==> src/rtl/uart_rx.sv <==
// UART receiver: 16x oversampled, LSB-first, one start bit, NB_DATA data
// bits, one stop bit spanning SB_TICK ticks. The serial input is
// synchronized before use. The receiver reports a good word with
// o_rx_done and a low stop bit with o_frame_error.
module uart_rx #(
    parameter int NB_DATA = 8,
    parameter int SB_TICK = 16,
    parameter int N_SYNC  = 2
) (
    input  logic               i_clock,
    input  logic               i_reset,
    input  logic               i_rate,
    input  logic               i_rx,
    output logic [NB_DATA-1:0] o_data,
    output logic               o_rx_done,
    output logic               o_frame_error
);

    localparam int              BW       = (NB_DATA > 1) ? $clog2(NB_DATA) : 1;
    localparam logic [3:0]      MID_TICK = 4'd7;
    localparam logic [3:0]      BIT_TICK = 4'd15;
    localparam logic [3:0]      SB_LAST  = 4'(SB_TICK - 1);
    localparam logic [BW-1:0]   LAST_BIT = BW'(NB_DATA - 1);
    localparam logic [BW-1:0]   BIT_ONE  = BW'(1);

    typedef enum logic [1:0] {
        IDLE  = 2'd0,
        START = 2'd1,
        DATA  = 2'd2,
        STOP  = 2'd3
    } state_t;

    logic [N_SYNC-1:0]  sync_q;
    logic               rx_s;
    state_t             state_q;
    logic [3:0]         tick_q;
    logic [BW-1:0]      bit_q;
    logic [NB_DATA-1:0] shift_q;

    assign rx_s = sync_q[N_SYNC-1];

    // Synchronizer chain for the asynchronous line; stages reset to the idle level.
    always_ff @(posedge i_clock or negedge i_reset) begin
        if (!i_reset) begin
            sync_q <= '1;
        end else begin
            sync_q[0] <= i_rx;
            for (int i = 1; i < N_SYNC; i++) begin
                sync_q[i] <= sync_q[i-1];
            end
        end
    end

    // Frame FSM with tick/bit counters, shift register and registered pulses.
    always_ff @(posedge i_clock or negedge i_reset) begin
        if (!i_reset) begin
            state_q       <= IDLE;
            tick_q        <= '0;
            bit_q         <= '0;
            shift_q       <= '0;
            o_data        <= '0;
            o_rx_done     <= 1'b0;
            o_frame_error <= 1'b0;
        end else begin
            // Pulses are high for a single cycle unless re-asserted below.
            o_rx_done     <= 1'b0;
            o_frame_error <= 1'b0;
            case (state_q)
                IDLE: begin
                    // Ticks are ignored here; only a low line starts a frame.
                    tick_q <= '0;
                    if (!rx_s) begin
                        state_q <= START;
                    end
                end
                START: begin
                    if (i_rate) begin
                        if (tick_q == MID_TICK) begin
                            tick_q <= '0;
                            if (!rx_s) begin
                                state_q <= DATA;
                                bit_q   <= '0;
                            end else begin
                                // Line went back high before mid start bit: a glitch.
                                state_q <= IDLE;
                            end
                        end else begin
                            tick_q <= tick_q + 4'd1;
                        end
                    end
                end
                DATA: begin
                    if (i_rate) begin
                        if (tick_q == BIT_TICK) begin
                            tick_q  <= '0;
                            shift_q <= {rx_s, shift_q[NB_DATA-1:1]};
                            if (bit_q == LAST_BIT) begin
                                state_q <= STOP;
                            end else begin
                                bit_q <= bit_q + BIT_ONE;
                            end
                        end else begin
                            tick_q <= tick_q + 4'd1;
                        end
                    end
                end
                STOP: begin
                    if (i_rate) begin
                        if (tick_q == SB_LAST) begin
                            tick_q  <= '0;
                            state_q <= IDLE;
                            if (rx_s) begin
                                o_data    <= shift_q;
                                o_rx_done <= 1'b1;
                            end else begin
                                o_frame_error <= 1'b1;
                            end
                        end else begin
                            tick_q <= tick_q + 4'd1;
                        end
                    end
                end
                default: begin
                    state_q <= IDLE;
                    tick_q  <= '0;
                end
            endcase
        end
    end

endmodule

==> config.mk <==
export PLATFORM = sky130hd
export DESIGN_NAME = uart_rx
export DESIGN_NICKNAME = d
export VERILOG_FILES = /design/src/rtl/uart_rx.sv
export SDC_FILE = /design/constraint.sdc
export NUM_CORES = 1
export LEC_CHECK = 0
export ABC_AREA = 1
export CAP_MARGIN = 15
export CORE_UTILIZATION = 37
export DETAILED_ROUTE_END_ITERATION = 16
export GPL_TIMING_DRIVEN = 0
export PLACE_DENSITY_LB_ADDON = 0.2
export SLEW_MARGIN = 20
export SYNTH_ARGS = -nofsm -noshare
export SYNTH_HDL_FRONTEND = slang
export SYNTH_SLANG_ARGS = --single-unit
==> constraint.sdc <==
create_clock -name i_clock -period 1.6 [get_ports i_clock]
set_input_delay 0.32 -clock i_clock [delete_from_list [all_inputs] [get_ports i_clock]]
set_output_delay 0.32 -clock i_clock [all_outputs]
set_load 0.005 [all_outputs]
==> results of run 1 <==
logic make-up (layout without fill, tap and decap cells):
| logic type | Yosys count | count (layout) | synth area share |
|---|---|---|---|
| AO/OA/AOI/OAI | 20 | 20 | 0.119 |
| flip-flops | 29 | 29 | 0.536 |
| XOR/XNOR | 1 | 1 | 0.00645 |
| buffers and inverters | 21 | 42 | 0.0746 |
| AND/OR/NAND/NOR | 67 | 67 | 0.229 |
| multiplexers | 1 | 1 | 0.00737 |
| adder cells (fa/ha/maj) | 3 | 3 | 0.0276 |
power by group through the flow:
stage                     combinational [mW]  sequential [mW]  clock (mW)
after floorplan                        0.362            0.880           0
after global placement                 0.439            0.890           0
after detailed placement               0.456            0.897           0
after CTS                              0.458            0.882       0.525
after global routing                   0.530            0.899       0.568
final                                  0.463            0.883       0.509
flip-flops by register name, summed over array words and instances (netlist names), named ones only:
signal,flops
o_frame_error,1
tick_q,4
shift_q,8
sync_q,2
o_rx_done,1
state_q,1
bit_q,3
o_data,8
cells in the final DEF (no fill, tap or decap), drive strengths merged:
cell type / synthesis / routed
a21oi: 1 / 1
a22o: 1 / 1
buf: 3 / 4
clkbuf: 0 / 7
clkdlybuf4s50: 0 / 12
clkinv: 0 / 1
dfrtp: 27 / 27
dfstp: 2 / 2
ha: 3 / 3
inv: 18 / 18
mux2i: 1 / 1
nand2: 45 / 45
nand3: 7 / 7
nand4: 2 / 2
nor2: 11 / 11
nor3: 1 / 1
nor4: 1 / 1
o21ai: 17 / 17
o22ai: 1 / 1
xor2: 1 / 1
cell type report:
cell class / count / area, µm²
fill: 332 / 1790
timing repair buffer: 13 / 125
tap: 46 / 57.6
sequential: 29 / 728
inverter: 18 / 67.6
buffer: 3 / 33.8
clock inverter: 1 / 5.00
multi-input combinational: 92 / 539
clock buffer: 7 / 65.1
what timing repair did:
item                                   in CTS  in global routing
endpoints found under the hold margin       0                  0
setup endpoints to repair                   0                  4
resized for setup                           0                  2
how the worst max path moves through the flow:
stage / startpoint / cells past startpoint / endpoint / slack, ps
after floorplan: tick_q[0] / 7 / shift_q[6] / 260
after global placement: i_reset / 1 / tick_q[0] / -260
after detailed placement: i_rate / 7 / shift_q[7] / -170
after CTS: tick_q[0] / 7 / shift_q[6] / 60
after global routing: tick_q[0] / 7 / o_data[5] / 3
final: tick_q[0] / 7 / o_data[4] / 110
per-stage QoR:
stage | setup WS (ps) | hold slack [ps] | util | instance area, µm² | total power [mW]
after floorplan | 259 | 24.4 | - | 1360 | 1.24
after CTS | 63.8 | 33.0 | 0.472 | 1610 | 1.86
final | 105 | 11.3 | 0.475 | 1620 | 1.86
after global placement | -260 | 346 | 0.453 | 1550 | 1.33
after global routing | 2.76 | 43.2 | 0.475 | 1620 | 2.00
after detailed placement | -173 | 349 | 0.451 | 1540 | 1.35
layer usage:
metal | track usage | up-vias
li1 | - | 490
met1 | 0.184 | 456
met2 | 0.215 | 14
met3 | 0.0547 | 2
met4 | 0.0523 | 0
met5 | 0 | -
worst max-delay path, delay by kind of cell, from the launching register on:
| kind | cells | cell delay [ps] |
|---|---|---|
| buffers and inverters | 1 | 200 |
| DFF | 1 | 410 |
| adders and majority gates | 1 | 230 |
| and+or+nand+nor | 4 | 500 |
| AOI/OAI and AO/OA | 1 | 50 |
==> summary.md, run 1 <==
| Metric | Value |
|---|---|
| Final hold violations | `0` |
| Unique masters post-synth | `25` |
| Clock net sink count | `29` |
| Cell area power density | `approximately 1100 nW/µm²` |
| Die area | `slightly below 4000 µm²` |
| Number of hold buffers added after CTS | `0` |
| Antenna violations before repair | `0` |
| Max-slew violation count | `0` |
| Detailed-route wire length on metal 1 | `~1200 µm` |
| Series of cell instances along the critical path | `ha_2 -> nand2_1 -> nor2_4 -> nand4_4 -> buf_6 -> nand2_1 -> o21ai_2` |
| First-pass GRT wire length | `approximately 4200 µm` |
| Routed via count | `between 900 and 1000` |
| Path category of the worst min-delay check | `in2async` |
| CTS H-Tree Depth | `2` |
| Maxcap violations | `0` |
| Setup repair after global routing missed its margin | `no` |
| Count of port buffers added during placement | `13` |
| Total gr overflow | `0` |
| Type of origin of the critical path | `register` |
| Crit share post-route | `0.934` |
| HPWL after detailed placement | `1650 µm` |
| Number of standard cells in the layout, taps in and fillers out | `209` |
| Height of the chip | `between 60 and 70 µm` |
| Avg Synthesized Cell Area | `about 9.6 µm²` |
| Biggest area contributors in the synthesized netlist | `dfrtp_1, nand2_1, o21ai_2` |
| Area of the core | `3420 µm²` |
| Portion of total power attributed to the clock network | `0.275` |
| Number of rows in the core area | `21` |
| Final setup skew | `between 6 and 7 ps` |
| Final #Nets | `between 150 and 200` |
| Worst Path Class, Setup | `reg2reg` |
| Share of flip-flops with an asynchronous set or reset after synthesis | `1.00` |
| Transition at the pin with the smallest max-transition slack | `between 600 and 700 ps` |
| Final ANT Viol Nets | `0` |
| Final sum of negative setup slack | `0 ps` |
| Clock tree root buffer cell | `clkbuf_4` |
| Slowest library cell on the worst path | `dfrtp_1` |
| Sequential fraction of design power | `0.476` |
| Share of the synthesized area in the top cell type | `0.497` |
| Startpoint of the worst register-to-register path | `tick_q[0]` |
| Delay of the slowest critical-path stage | `between 400 and 500 ps` |
| DRT iter0 DRCs | `24` |
| Worst R2R Path Depth | `7` |
| Crit path capture type | `register` |
| Cell with the most instances after synthesis | `nand2_1` |
| Crit-path max FO | `10` |
| Post-Syn Area | `1360 µm²` |
| Slack of the worst reg-to-reg path | `110 ps` |
| Router iterations before antenna repair | `4` |
| Highest metal layer with signal wires | `met4` |
| DRC errors left | `0` |
| Switching Fraction | `0.340` |
| Clock network latency to the later pin of the worst-skew pair | `~310 ps` |
| Proportion of layout cells with a drive suffix above 1 | `0.239` |
| Critical register-to-register path endpoint | `o_data[4]` |
| Run status | `finished clean` |
| Register clock-pin slew on the reported worst setup and hold paths | `~90 ps` |
| Total of endpoints with negative setup slack in the final report | `0` |
| Effective utilization at floorplan | `0.398` |
| Net Count, Synth | `between 100 and 150` |
| Signal arrival time at the worst endpoint | `roughly 1700 ps` |
| Met3 Routed Length | `just under 60 µm` |
| Number of storage elements in the synthesis netlist | `29` |
| Number of warnings issued by yosys | `0` |
| Cell mode on critical path | `nand2_1` |
| Count of boundary I/O pins | `14` |
| Final estimated routing congestion in global placement | `around 0.90` |
| Maximum clock rate | `669 MHz` |
| Critical path required time | `around 1800 ps` |
| Internal Pwr Total | `around 1.2 mW` |
| Worst max-slew margin expressed relative to the limit | `0.575` |
| Dpl cells | `about 200` |
| Sequential-to-total area share from yosys stat | `0.536` |
| Commonest cells in the synthesized netlist | `nand2_1, dfrtp_1, inv_1, o21ai_2, nor2_1` |
| Switching power | `0.631 mW` |
| Library cell with the largest summed area after synthesis | `dfrtp_1` |
| Wire length after detailed routing | `2330 µm` |
| Number of antenna cells inserted | `0` |
| Total length of routed met2 wires | `1080 µm` |
| Most used flip-flop cell after synthesis | `dfrtp_1` |
| Maximum number of buffers from clock root to sink | `2` |
| Power share of the combinational group | `0.249` |
| Number of enable flip-flop cells after synthesis | `0` |
| Vias in the first global route | `945` |
| Static power due to leakage | `0.754 nW` |
| Post-layout minimum cycle time | `around 1500 ps` |
| TritonCTS clock tree | `yes` |
| Mapped Cells | `between 100 and 150` |
| Total track usage | `0.142` |
| Setup repair bufs after CTS | `0` |
| Detailed-route vias per instance | `between 4 and 5` |
| Die span in x | `roughly 63 µm` |
| Layout-stage area growth over the synthesis result | `19.3%` |
| Inserted Clock Buffers | `5` |
| VDD IR max | `0.000466 V` |
| WL/cell | `11.1 µm` |
| Maximum number of pins on one net before global-route repair | `30` |
No activity file was read; power rests on OpenSTA's default activity.
==> run 2: changes to the inputs <==
--- a/config.mk
+++ b/config.mk
@@ -8,6 +8,7 @@
 export ABC_AREA = 1
 export CAP_MARGIN = 15
 export CORE_UTILIZATION = 37
+export CTS_CLUSTER_DIAMETER = 60
 export DETAILED_ROUTE_END_ITERATION = 16
 export GPL_TIMING_DRIVEN = 0
 export PLACE_DENSITY_LB_ADDON = 0.2
==> results of run 2 <==
Final layout, timing and power as in run 1 (identical DEF).
